## src/rtl/pong_game_ctrl.sv

```systemverilog
// ============================================================================
// Module   : pong_game_ctrl
// Brief    : Pong match sequencer: scores, serve/point timing, rally gating,
//            end-of-game detection. Optional pause via macro PONG_PAUSE_EN.
// Revision : 1.0 - initial release
// ============================================================================
`default_nettype none

module pong_game_ctrl #(
  parameter int WIN_SCORE   = 9,
  parameter int SERVE_DELAY = 60,
  parameter int POINT_DELAY = 30
) (
  input  logic       CLOCK_25,
  input  logic       rst_n,
  input  logic       frame_tick,
  input  logic       start,
  input  logic       pause_btn,
  input  logic       miss_p1,
  input  logic       miss_p2,
  output logic       ball_enable,
  output logic       ball_reset,
  output logic       serve_left,
  output logic [3:0] score_p1,
  output logic [3:0] score_p2,
  output logic [1:0] winner,
  output logic [2:0] game_state
);

  localparam int MAX_DELAY = (SERVE_DELAY > POINT_DELAY) ? SERVE_DELAY : POINT_DELAY;
  localparam int CW        = (MAX_DELAY < 1) ? 1 : $clog2(MAX_DELAY + 1);
  localparam logic [CW-1:0] SERVE_LAST = CW'(SERVE_DELAY - 1);
  localparam logic [CW-1:0] POINT_LAST = CW'(POINT_DELAY - 1);
  localparam logic [3:0]    WIN4       = 4'(WIN_SCORE);

  typedef enum logic [2:0] {
    S_IDLE  = 3'd0,
    S_SERVE = 3'd1,
    S_RALLY = 3'd2,
    S_POINT = 3'd3,
    S_OVER  = 3'd4,
    S_PAUSE = 3'd5
  } state_t;

  state_t          state_q, state_d;
  logic [CW-1:0]   cnt_q, cnt_d;
  logic [3:0]      p1_q, p1_d, p2_q, p2_d;
  logic [1:0]      win_q, win_d;
  logic            en_q, en_d, brst_q, brst_d, sl_q, sl_d;
  logic [3:0]      p1_inc, p2_inc;

  assign p1_inc = p1_q + 4'd1;
  assign p2_inc = p2_q + 4'd1;

`ifndef PONG_PAUSE_EN
  logic unused_pause;
  assign unused_pause = pause_btn;
`endif

  always_comb begin
    state_d = state_q;
    cnt_d   = cnt_q;
    p1_d    = p1_q;
    p2_d    = p2_q;
    win_d   = win_q;
    sl_d    = sl_q;
    brst_d  = 1'b0;
    case (state_q)
      S_IDLE: begin
        if (start) begin
          state_d = S_SERVE;
          brst_d  = 1'b1;
          cnt_d   = '0;
        end
      end
      S_SERVE: begin
        if (frame_tick) begin
          if (cnt_q == SERVE_LAST) begin
            state_d = S_RALLY;
            cnt_d   = '0;
          end else begin
            cnt_d = cnt_q + 1'b1;
          end
        end
      end
      S_RALLY: begin
        // Misses take priority over pause; a simultaneous double miss replays the point
        if (miss_p1 && miss_p2) begin
          state_d = S_POINT;
          brst_d  = 1'b1;
          cnt_d   = '0;
        end else if (miss_p1) begin
          p2_d   = p2_inc;
          sl_d   = 1'b1;
          brst_d = 1'b1;
          cnt_d  = '0;
          if (p2_inc == WIN4) begin
            state_d = S_OVER;
            win_d   = 2'b10;
          end else begin
            state_d = S_POINT;
          end
        end else if (miss_p2) begin
          p1_d   = p1_inc;
          sl_d   = 1'b0;
          brst_d = 1'b1;
          cnt_d  = '0;
          if (p1_inc == WIN4) begin
            state_d = S_OVER;
            win_d   = 2'b01;
          end else begin
            state_d = S_POINT;
          end
        end
`ifdef PONG_PAUSE_EN
        else if (pause_btn) begin
          state_d = S_PAUSE;
        end
`endif
      end
      S_POINT: begin
        if (frame_tick) begin
          if (cnt_q == POINT_LAST) begin
            state_d = S_SERVE;
            cnt_d   = '0;
          end else begin
            cnt_d = cnt_q + 1'b1;
          end
        end
      end
      S_OVER: begin
        if (start) begin
          state_d = S_SERVE;
          p1_d    = '0;
          p2_d    = '0;
          win_d   = 2'b00;
          sl_d    = 1'b0;
          brst_d  = 1'b1;
          cnt_d   = '0;
        end
      end
`ifdef PONG_PAUSE_EN
      S_PAUSE: begin
        if (pause_btn) state_d = S_RALLY;
      end
`endif
      default: state_d = S_IDLE;
    endcase
    en_d = (state_d == S_RALLY);
  end

  always_ff @(posedge CLOCK_25 or negedge rst_n) begin
    if (!rst_n) begin
      state_q <= S_IDLE;
      cnt_q   <= '0;
      p1_q    <= '0;
      p2_q    <= '0;
      win_q   <= 2'b00;
      en_q    <= 1'b0;
      brst_q  <= 1'b0;
      sl_q    <= 1'b0;
    end else begin
      state_q <= state_d;
      cnt_q   <= cnt_d;
      p1_q    <= p1_d;
      p2_q    <= p2_d;
      win_q   <= win_d;
      en_q    <= en_d;
      brst_q  <= brst_d;
      sl_q    <= sl_d;
    end
  end

  assign ball_enable = en_q;
  assign ball_reset  = brst_q;
  assign serve_left  = sl_q;
  assign score_p1    = p1_q;
  assign score_p2    = p2_q;
  assign winner      = win_q;
  assign game_state  = state_q;

endmodule

`default_nettype wire

```

## config.mk

```make
export PLATFORM = sky130hd
export DESIGN_NAME = pong_game_ctrl
export DESIGN_NICKNAME = d
export VERILOG_FILES = /design/src/rtl/pong_game_ctrl.sv
export SDC_FILE = /design/constraint.sdc
export NUM_CORES = 1
export LEC_CHECK = 0
export ABC_AREA = 1
export BUFFER_PORTS_ARGS = -buffer_cell sky130_fd_sc_hd__buf_2
export CAP_MARGIN = 20
export CORE_MARGIN = 2
export CORE_UTILIZATION = 30
export CTS_CLUSTER_DIAMETER = 30
export DETAILED_ROUTE_END_ITERATION = 16
export PLACE_DENSITY = 0.56
export SLEW_MARGIN = 20
export SYNTH_ARGS = -nofsm -noshare
export SYNTH_HDL_FRONTEND = slang
export SYNTH_SLANG_ARGS = --single-unit
```

## constraint.sdc

```tcl
create_clock -name CLOCK_25 -period 2.1 [get_ports CLOCK_25]
set_clock_uncertainty 0.1 [all_clocks]
set_input_delay 0.315 -clock CLOCK_25 [delete_from_list [all_inputs] [get_ports CLOCK_25]]
set_output_delay 0.315 -clock CLOCK_25 [all_outputs]
set_load 0.02 [all_outputs]
```

==> metrics.yaml, run 1 <==
port_buffers: 21
drt_iter0_drc: 63
wl_per_cell_um: 10.7
grt-ovfl-total: 0
hold_viol_final: 0
layout-drive-gt1-share_pct: 20.7
synthFlopType: "dfrtp_1"
hp-class: "in2reg"
coreArea_mm2: 0.00438
worstMarginPinSlew_ps: 515
yosys_warnings: 0
vias: 1194
fin_crit_ps: 1730
min_period_over_period_pct: 82.3
pwr-share-seq_pct: 56.0
root_buffer: "clkbuf_8"
r2r_end: "game_state[1]$_DFF_PN0_"
dpl_cell_area_mm2: 0.00154
p_sw_uw: 255
ys_ff_latch: 22
cap_violations: 0
synth_edf_count: 0
pwr-share-comb_pct: 15.7
row_count: 24
syn-cell-area_mm2: 0.00137
rsz0062_at_grt: "no"
avgSynthCellArea_um2: 7.70
path_cells: "ha_1 > nand2_1 > nand2_1 > nor2_1 > nand2_1 > o21bai_1 > nand2_1 > a21oi_1 > inv_1"
r2r_cells: 9
critPathKind: "reg2reg"
p_per_area_mw_per_mm2: 574
internal-power_uw: 658
slew_viol_final: 0
hold_end: "ball_reset$_DFF_PN0_"
setup_tns_ps: 0
grt_use_total_pct: 12.0
yosysSeqAreaShare_pct: 40.2
synthCells: 178
min-delay-start: "start"
clock_path_buffers: 2
setup-violations-final: 0
initial_core_util_pct: 31.2
antenna_cells: 0
fillCellCount: 479
antenna_found_initial: 0
leakagePower_nw: 0.881
swShare_pct: 28.0
fp.dieH_um: 71.6
grt_pass1_wl_um: 4970
insertion_delay_ps: 260
path_delay_family: "flip-flops"
nets: 218
cp-start-kind: "flop"
pin_count: 23
r2r-start: "score_p2[0]$_DFFE_PN0P_"
status: "completed"
cp_num_buf_inv: 1
areaGrowthSynthToFinish_pct: 16.2
async_flop_share_pct: 100
cp.required_ps: 2150
ys_types: 28
cpPeakStageDelay_ps: 430
final_cell_area_mm2: 0.00159
ir_drop_mv: 0.538
power_uw: 913
path_max_fanout: 5
postCtsSetupBuffers: 0
hpwlAfterDp_um: 2130
end_kind: "flop"
htree_levels: 1
die_area_mm2: 0.00512
drc_errors: 0
grt_max_degree: 23
holdPathStages: 3
timing.fmax_mhz: 578
utilization_pct: 36.3
worstPathArrival_ps: 1780
cts_sinks: 22
path_clk_slew_ps: 80
die_w_um: 71.6
syn_nets: 191
grt_pass1_vias: 1120
cts-buffers-inserted: 3
routed_wl_um: 2720
critPathMostFrequentCell: "nand2_1"
dr.pass1.iters: 4
ant_nets: 0
place_congestion: 0.763
max-slew-margin-rel_pct: 65.7
timing.critical_path.slowest_stage_cell: "dfrtp_1"
routed_via_density: 4.68
r2r_setup_slack_ps: 370
p_clk_share_pct: 28.3
tritoncts: "done"
-- synthesized netlist by cell type (3+ instances only) --
master | number | area (um2)
o21ai_0 | 11 | 55.1
a21oi_1 | 5 | 25.0
nand3_1 | 12 | 60.1
xnor2_1 | 3 | 26.3
inv_2 | 4 | 15.0
o21ai_1 | 3 | 15.0
nand2_2 | 3 | 18.8
ha_1 | 6 | 75.1
nor2_1 | 13 | 48.8
nand4_1 | 3 | 18.8
dfrtp_1 | 22 | 551
nor2_2 | 4 | 25.0
nand2_1 | 46 | 173
inv_1 | 26 | 97.6
-- stage by stage --
step	setup WS, ps	cells	hold slack, ps
5_1_grt	135	255	286
3_5_place_dp	371	251	226
2_1_floorplan	471	178	-80.6
6_report	371	255	270
4_1_cts	349	255	244
3_3_place_gp	383	251	231
-- state kept, by name, summed over array words and instances (netlist names) --
signal       cells
ball_enable      1
ball_reset       1
cnt_q            6
game_state       3
score_p1         4
score_p2         4
serve_left       1
winner           2
-- per-layer routing --
layer,track usage [%],part of all wire [%]
met2,19.5,46
met3,3.38,3.2
met4,1.26,0.55
met1,16.5,50
met5,0,0
-- placed cells by master, fill, tap and decap left out, types with 4 or more instances in the layout --
cell,n
a21oi_1,5
nand2_1,46
inv_2,4
nor2_1,13
nand3_1,12
dfrtp_1,22
o21ai_0,11
buf_2,21
nor2_2,4
inv_1,26
ha_1,6
-- layout make-up --
cell class,count,area [um2],share of cell area (%)
multi-input combinational,126,707,44.4
tap,52,65.1,4.09
sequential,22,551,34.6
inverter,30,113,7.08
timing repair buffer,22,115,7.23
clock buffer,3,41.3,2.59
-- power by group through the flow --
stage                     Clock, mW  Sequential [mW]  Combinational (mW)
after floorplan                   0            0.513               0.110
after global placement            0            0.524               0.142
after global routing          0.298            0.521               0.173
after CTS                     0.282            0.513               0.146
after detailed placement          0            0.521               0.145
final                         0.258            0.511               0.143
-- worst reg2reg max path, delay by kind of cell (launching register included) --
family          cells  cell delay [ps]
compound gates      2              420
simple gates        5              390
flops               1              430
fa+ha+maj           1              230
buf+inv             1               60
-- what timing repair did --
item                                    CTS  global route
endpoints found under the setup margin    0             0
endpoints found under the hold margin    22             0
gates resized for setup                   0             0
hold buffers                              1             0
-- worst max path at each step --
stage,start,end,cells after the start
final,score_p2[0]$_DFFE_PN0P_,game_state[1]$_DFF_PN0_,9
after global placement,score_p2[0]$_DFFE_PN0P_,ball_enable$_DFF_PN0_,9
after detailed placement,score_p2[0]$_DFFE_PN0P_,ball_enable$_DFF_PN0_,9
after CTS,score_p2[0]$_DFFE_PN0P_,game_state[1]$_DFF_PN0_,9
after global routing,score_p2[1]$_DFFE_PN0P_,game_state[1]$_DFF_PN0_,10
after floorplan,score_p2[1]$_DFFE_PN0P_,ball_enable$_DFF_PN0_,10
-- kinds of logic (layout without fill, tap and decap cells) --
| logic type | count (synthesis) | count (layout) | synth area share (%) |
|---|---|---|---|
| AOI/OAI and AO/OA | 29 | 29 | 13.5 |
| buffers and inverters | 30 | 55 | 8.22 |
| and+or+nand+nor | 87 | 87 | 30.0 |
| xor gates and xnor gates | 4 | 4 | 2.56 |
| DFF | 22 | 22 | 40.2 |
| adders and majority gates | 6 | 6 | 5.48 |
(Power assumes the default switching activity.)
==> run 2: changes to the inputs <==
--- a/config.mk
+++ b/config.mk
@@ -12,7 +12,7 @@
 export CORE_UTILIZATION = 30
 export CTS_CLUSTER_DIAMETER = 30
 export DETAILED_ROUTE_END_ITERATION = 16
-export PLACE_DENSITY = 0.56
+export PLACE_DENSITY = 0.58
 export SLEW_MARGIN = 20
 export SYNTH_ARGS = -nofsm -noshare
 export SYNTH_HDL_FRONTEND = slang
==> constraint.sdc (replaced) <==
create_clock -name CLOCK_25 -period 1.4 [get_ports CLOCK_25]
set_clock_uncertainty 0.1 [all_clocks]
set_input_delay 0.21 -clock CLOCK_25 [delete_from_list [all_inputs] [get_ports CLOCK_25]]
set_output_delay 0.21 -clock CLOCK_25 [all_outputs]
set_load 0.02 [all_outputs]
==> run 2 against run 1 <==
Net effect: the run now ends with setup timing left; maximum frequency rose by 9.1%; core utilization is 12 points higher; die area is the same.
==> metrics.yaml, run 2 (synthesized netlist as in run 1, its figures left out) <==
path_clk_slew_ps: 90  # about the same
final_cell_mix: "nand2_1 (36), buf_4 (30), buf_2 (21)"
power_mw: 1.66  # +82%
port_buffers: 21  # unchanged
areaGrowthSynthToFinish_pct: 53.7
drc_errors: 0  # unchanged
slew_viol_final: 0  # unchanged
grt-ovfl-total: 0  # unchanged
cp.required_ps: 1460  # -690 ps
multi_input_area_um2: 932  # +32%
violations: "setup timing"
min-delay-start: "start"
ir_drop_mv: 0.842  # +57%
max_flop_register: "cnt_q"
end_kind: "flop"
nets: 251  # +15%
wl_per_cell_um: 12.0  # +13%
fin_ws_ps: -185  # -556 ps
r2r_setup_slack_ps: -190  # -560 ps
grt_max_degree: 23  # unchanged
dr.pass1.iters: 4  # unchanged
tritoncts: "done"
ant_nets: 0  # unchanged
grt_pass1_vias: 1196  # +6.8%
final-seq-area_um2: 559  # +1.6%
drt_iter0_drc: 47  # -25%
worstPathArrival_ps: 1650  # -130 ps
vias: 1343  # +12%
place_congestion: 0.842  # +10%
p_sw_uw: 506  # +98%
critPathKind: "reg2reg"
swShare_pct: 30.4  # +2.5 points
fin_crit_ps: 1590  # -144 ps
final_common_cell: "nand2_1"
clock_path_buffers: 2  # unchanged
grt_use_total_pct: 13.6  # +1.6 points
rsz0062_at_grt: "yes"
placedCellCount: 275  # +9.6%
r2r-start: "score_p1[1]$_DFFE_PN0P_"
hp-class: "in2reg"
cts_sinks: 22  # unchanged
pwr-share-seq_pct: 46.9  # -9.1 points
insertion_delay_ps: 270  # about the same
root_buffer: "clkbuf_8"
antenna_cells: 0  # unchanged
layout-drive-gt1-share_pct: 53.2  # +32 points
instances_no_fill: 289  # +13%
pin_count: 23  # unchanged
startpoint: "score_p1[1]$_DFFE_PN0P_"
fillCellCount: 412  # -14%
largest_register_ffs: 6  # unchanged
max-slew-margin-rel_pct: 65.0  # -0.65 points
hpwlAfterDp_um: 2380  # +12%
setup_tns_ps: -1680  # -1680 ps
hold_viol_final: 0  # unchanged
fp.dieH_um: 71.6  # unchanged
die_w_um: 71.6  # unchanged
pwr-share-comb_pct: 24.6  # +8.9 points
leakagePower_nw: 1.07  # +21%
coreArea_mm2: 0.00438  # unchanged
p_clk_share_pct: 28.5  # +0.2 points
timing.fmax_mhz: 631  # +9.1%
min_period_over_period_pct: 113  # +31 points
routed_wl_um: 3480  # +28%
row_count: 24  # unchanged
routed_via_density: 4.65  # -0.75%
p_per_area_mw_per_mm2: 789  # +38%
status: "finished, violations left"
htree_levels: 1  # unchanged
internal-power_mw: 1.16  # +76%
grt_pass1_wl_um: 5490  # +10%
setup-violations-final: 21  # +21
path_max_fanout: 4  # -1
initial_core_util_pct: 31.2  # unchanged
worstMarginPinSlew_ps: 525  # +9.79 ps
cp-start-kind: "flop"
cts-buffers-inserted: 3  # unchanged
cap_violations: 0  # unchanged
antenna_found_initial: 0  # unchanged
holdWs_ps: 159  # -110 ps
die_area_mm2: 0.00512  # unchanged
run 2: cell types whose count changed in the layout (fill, tap and decap cells not counted), moves of 8 or more:
cell / delta
buf_4: +30
o21ai_0: -10
nand2_2: +8
nand2_1: -10
run 2: final cells by class:
class	count	share of cell area, %
Clock buffer	4	2.61
Inverter	30	5.70
Multi-Input combinational cell	126	44.3
Sequential cell	22	26.6
Tap cell	52	3.09
Timing Repair Buffer	55	17.8
run 2: power by group through the flow:
stage               clock network, mW  logic, mW  registers [mW]
floorplan                           0      0.165           0.770
global placement                    0      0.283           0.779
detailed placement                  0      0.298           0.777
CTS                             0.483      0.378           0.777
global route                    0.511      0.455           0.789
finish                          0.474      0.409           0.779
run 2: metrics by stage:
step                worst slack (ps)  cell area (um2)  utilization, %
global route                    -341             2110            48.0
CTS                             -156             1960            44.7
global placement                -211             1760            40.2
floorplan                       -154             1410               -
finish                          -185             2110            48.0
detailed placement              -229             1760            40.2
run 2: worst max-delay path, cell delays in order, from the launching register on:
cell     delay (ps)
dfrtp_2         450
ha_4            170
nand2_2          60
nand2_2          50
nor2_1           80
nand2_1         110
a21oi_1         170
nand2_2          70
a21oi_2         160
inv_1            50
run 2: repair_timing:
item / CTS / global route
setup buffers: 5 / 4
pin swaps: 13 / 19
hold endpoints to repair: 22 / 0
hold buffers: 1 / 0
gates resized for setup: 24 / 36
endpoints found under the setup margin: 21 / 21
run 2: final timing paths:
check                                     endpoint  cells past startpoint
setup / recovery           game_state[1]$_DFF_PN0_                      9
hold / removal                ball_reset$_DFF_PN0_                      3
setup reg to reg           game_state[1]$_DFF_PN0_                      9
hold reg to reg              winner[1]$_DFFE_PN0P_                      2
max in group asynchronous  score_p2[1]$_DFFE_PN0P_                      2
min in group asynchronous    ball_enable$_DFF_PN0_                      2
run 2: layer usage:
layer | global-route usage, % | wire [um] | vias to the layer above
li1 | - | - | 692
met1 | 17.7 | 1600 | 629
met2 | 23.3 | 1740 | 20
met3 | 3.38 | 121 | 2
met4 | 2.52 | 10 | 0
met5 | 0 | 0 | -
==> run 3: changes to the inputs <==
--- a/config.mk
+++ b/config.mk
@@ -5,14 +5,13 @@
 export SDC_FILE = /design/constraint.sdc
 export NUM_CORES = 1
 export LEC_CHECK = 0
-export ABC_AREA = 1
 export BUFFER_PORTS_ARGS = -buffer_cell sky130_fd_sc_hd__buf_2
 export CAP_MARGIN = 20
 export CORE_MARGIN = 2
-export CORE_UTILIZATION = 30
+export CORE_UTILIZATION = 45
 export CTS_CLUSTER_DIAMETER = 30
 export DETAILED_ROUTE_END_ITERATION = 16
-export PLACE_DENSITY = 0.58
+export PLACE_DENSITY = 0.74
 export SLEW_MARGIN = 20
 export SYNTH_ARGS = -nofsm -noshare
 export SYNTH_HDL_FRONTEND = slang
==> constraint.sdc (replaced) <==
create_clock -name CLOCK_25 -period 1.95 [get_ports CLOCK_25]
set_clock_uncertainty 0.1 [all_clocks]
set_input_delay 0.2925 -clock CLOCK_25 [delete_from_list [all_inputs] [get_ports CLOCK_25]]
set_output_delay 0.2925 -clock CLOCK_25 [all_outputs]
set_load 0.02 [all_outputs]
==> run 3 against run 2 <==
Net effect: via count decreased by 8.4%; worst setup slack improved by 270 ps; the run now ends clean; highest routed layer unchanged; area after synthesis is 4.8% higher; combinational power fell by 53%; final cell count decreased by 22%; clock power shrank 55%; die area is 29% lower; core utilization increased by 6.1 points; sequential power fell by 29%; largest cell class unchanged; critical path depth is 3 lower; largest power group unchanged; clock-buffer cell count unchanged.
==> metrics.yaml, run 3 <==
htree_levels: 1  # unchanged
critPathKind: "reg2reg"
r2r-start: "score_p2[0]$_DFFE_PN0P_"
setup-violations-final: 0  # -100%
hp-class: "in2reg"
r2r_end: "winner[1]$_DFFE_PN0P_"
die_w_um: 60.5  # -15%
dr.pass1.iters: 6  # +2
syn-cell-area_mm2: 0.00144  # +4.8%
end_kind: "flop"
cp-start-kind: "flop"
wl_per_cell_um: 13.0  # +8.5%
grt-ovfl-total: 0  # unchanged
ys_ff_latch: 22  # unchanged
status: "completed"
antenna_cells: 0  # unchanged
postCtsSetupBuffers: 0  # -5
r2r_setup_slack_ps: 80  # +270 ps
pin_count: 23  # unchanged
synth_commonest_cells: "dfrtp_1 (22), nand2_1 (21), nor2_1 (9)"
max_flop_register: "cnt_q"
die_area_mm2: 0.00366  # -29%
vias: 1230  # -8.4%
worstMarginPinSlew_ps: 502  # -22.9 ps
drc_errors: 0  # unchanged
p_per_area_mw_per_mm2: 581  # -26%
coreArea_mm2: 0.00305  # -30%
areaGrowthSynthToFinish_pct: 15.0
hpwlAfterDp_um: 2240  # -5.8%
ys_types: 49  # +75%
path_max_fanout: 4  # unchanged
yosysTopAreaCell: "dfrtp_1"
drt_iter0_drc: 76  # +62%
synth.most_common_cell: "dfrtp_1"
cts-buffers-inserted: 3  # unchanged
grt_max_degree: 23  # unchanged
min_period_over_period_pct: 95.8  # -17 points
placedCellCount: 221  # -20%
synthTopCellsByArea: "dfrtp_1 (38%), nand2_1 (5.5%), ha_1 (5.2%)"
dp_slack_ps: 44.0  # +274 ps
fin_crit_ps: 1870  # +282 ps
insertion_delay_ps: 300  # +30 ps
yosysSeqAreaShare_pct: 38.3  # -1.9 points
ant_nets: 0  # unchanged
routed_via_density: 5.44  # +17%
final_cell_mix: "nand2_1 (21), buf_2 (21), dfrtp_1 (19)"
synthFlopType: "dfrtp_1"
ir_drop_mv: 0.250  # -70%
layout-drive-gt1-share_pct: 24.7  # -28 points
synthCells: 157  # -12%
synthMuxAreaShare_pct: 5.14  # +5.1 points
dpl_cell_area_mm2: 0.00161  # -8.9%
leakagePower_nw: 0.747  # -30%
timing.fmax_mhz: 535  # -15%
initial_core_util_pct: 47.0  # +16 points
hold_viol_final: 0  # unchanged
grt_use_total_pct: 17.9  # +4.3 points
max-slew-margin-rel_pct: 66.5  # +1.5 points
largest_register_ffs: 6  # unchanged
path_clk_slew_ps: 120  # +30 ps
instances_no_fill: 226  # -22%
yosysTopAreaCellShare_pct: 38.3  # -1.9 points
avgSynthCellArea_um2: 9.15  # +19%
slew_viol_final: 0  # unchanged
place_congestion: 0.823  # -2.3%
final_cell_area_mm2: 0.00165  # -22%
cp.required_ps: 2080  # +620 ps
root_buffer: "clkbuf_4"
cts_sinks: 22  # unchanged
tritoncts: "done"
routed_wl_um: 2950  # -15%
cp-endpoint: "winner[1]$_DFFE_PN0P_"
rsz0062_at_grt: "no"
syn_nets: 170  # -11%
antenna_found_initial: 0  # unchanged
fp.dieH_um: 60.5  # -15%
synth_xor_area_share_pct: 1.83  # -0.73 points
clock_path_buffers: 2  # unchanged
yosys_warnings: 0  # unchanged
worstPathArrival_ps: 2000  # +350 ps
synthSimpleGateAreaFrac_pct: 26.3  # -3.7 points
cap_violations: 0  # unchanged
synth_compound_area_share_pct: 18.9  # +5.4 points
synth_top_family_by_area: "simple AND/OR/NAND/NOR gates"
grt_pass1_vias: 1148  # -4.0%
synthAdderAreaFrac_pct: 5.23  # -0.25 points
async_flop_share_pct: 100  # unchanged
r2r_cells: 6  # -3
synth_edf_count: 0  # unchanged
setup_tns_ps: 0  # +1680 ps
row_count: 20  # -17%
grt_pass1_wl_um: 4920  # -10%
nets: 196  # -22%
port_buffers: 21  # unchanged
fin_ws_ps: 82.4  # +268 ps
startpoint: "score_p2[0]$_DFFE_PN0P_"
[run 3: changes by cell type after synthesis, moves of 4 or more]
cell,delta
mux2i_1,+4
nand3_1,-7
inv_1,-20
and2_1,+5
nor2_1,-4
nand2_1,-25
nor2_2,-4
inv_2,-4
nand2b_1,+5
o21ai_0,-7
nor3_1,+4
buf_2,+4
[run 3: where the power goes]
part           internal [mW]  switching, mW
clock network         0.0797          0.135
logic                 0.0831          0.111
registers              0.493         0.0579
[run 3: per-stage QoR]
| stage | power, mW | hold slack, ps | utilization (%) |
|---|---|---|---|
| final | 0.959 | 249 | 54.1 |
| after CTS | 0.969 | 245 | 53.8 |
| after global routing | 1.02 | 274 | 54.1 |
| after detailed placement | 0.749 | 194 | 52.6 |
| after global placement | 0.739 | 183 | 52.6 |
| after floorplan | 0.695 | -103 | - |
[run 3: cell families (layout without fill, tap and decap cells)]
family                   Yosys count  after routing
AO/OA/AOI/OAI                     39             39
XOR/XNOR                           3              3
adder cells (fa/ha/maj)            6              6
buffers and inverters             13             38
flip-flops                        22             22
multiplexers                       7              7
AND/OR/NAND/NOR                   67             67
[run 3: critical path, stage by stage (launching register included)]
cell,delay (ps)
dfrtp_2,420
ha_2,210
nor2_1,110
a21oi_1,70
mux2_2,300
or4_4,490
o211ai_1,100
[run 3: area by class of cell]
class | count | area (um2)
fill | 296 | 1400
multi-input combinational | 122 | 833
timing repair buffer | 28 | 160
tap | 44 | 55.1
inverter | 6 | 22.5
sequential | 22 | 554
clock buffer | 4 | 26.3
[run 3: timing repair]
item                       4_1_cts  5_1_grt
hold buffers                     1        0
setup endpoints to repair        0        8
resized for setup                0        4
hold endpoints to repair        22        0
[run 3: how the worst min path moves through the flow]
| stage | start | slack, ps | depth (start not counted) | to |
|---|---|---|---|---|
| 5_1_grt | start | 270 | 3 | game_state[2]$_DFF_PN0_ |
| 6_report | start | 250 | 3 | game_state[2]$_DFF_PN0_ |
| 3_3_place_gp | rst_n | 180 | 1 | cnt_q[2]$_DFFE_PN0P_ |
| 4_1_cts | start | 250 | 3 | game_state[2]$_DFF_PN0_ |
| 2_1_floorplan | rst_n | -100 | 0 | ball_enable$_DFF_PN0_ |
| 3_5_place_dp | rst_n | 190 | 1 | cnt_q[2]$_DFFE_PN0P_ |
[run 3: routing by layer]
metal | vias to the layer above | wire (um) | track usage [%]
li1 | 619 | - | -
met1 | 593 | 1310 | 22.0
met2 | 16 | 1540 | 32.5
met3 | 2 | 70 | 1.92
met4 | 0 | 22 | 6.52
met5 | - | 0 | 0
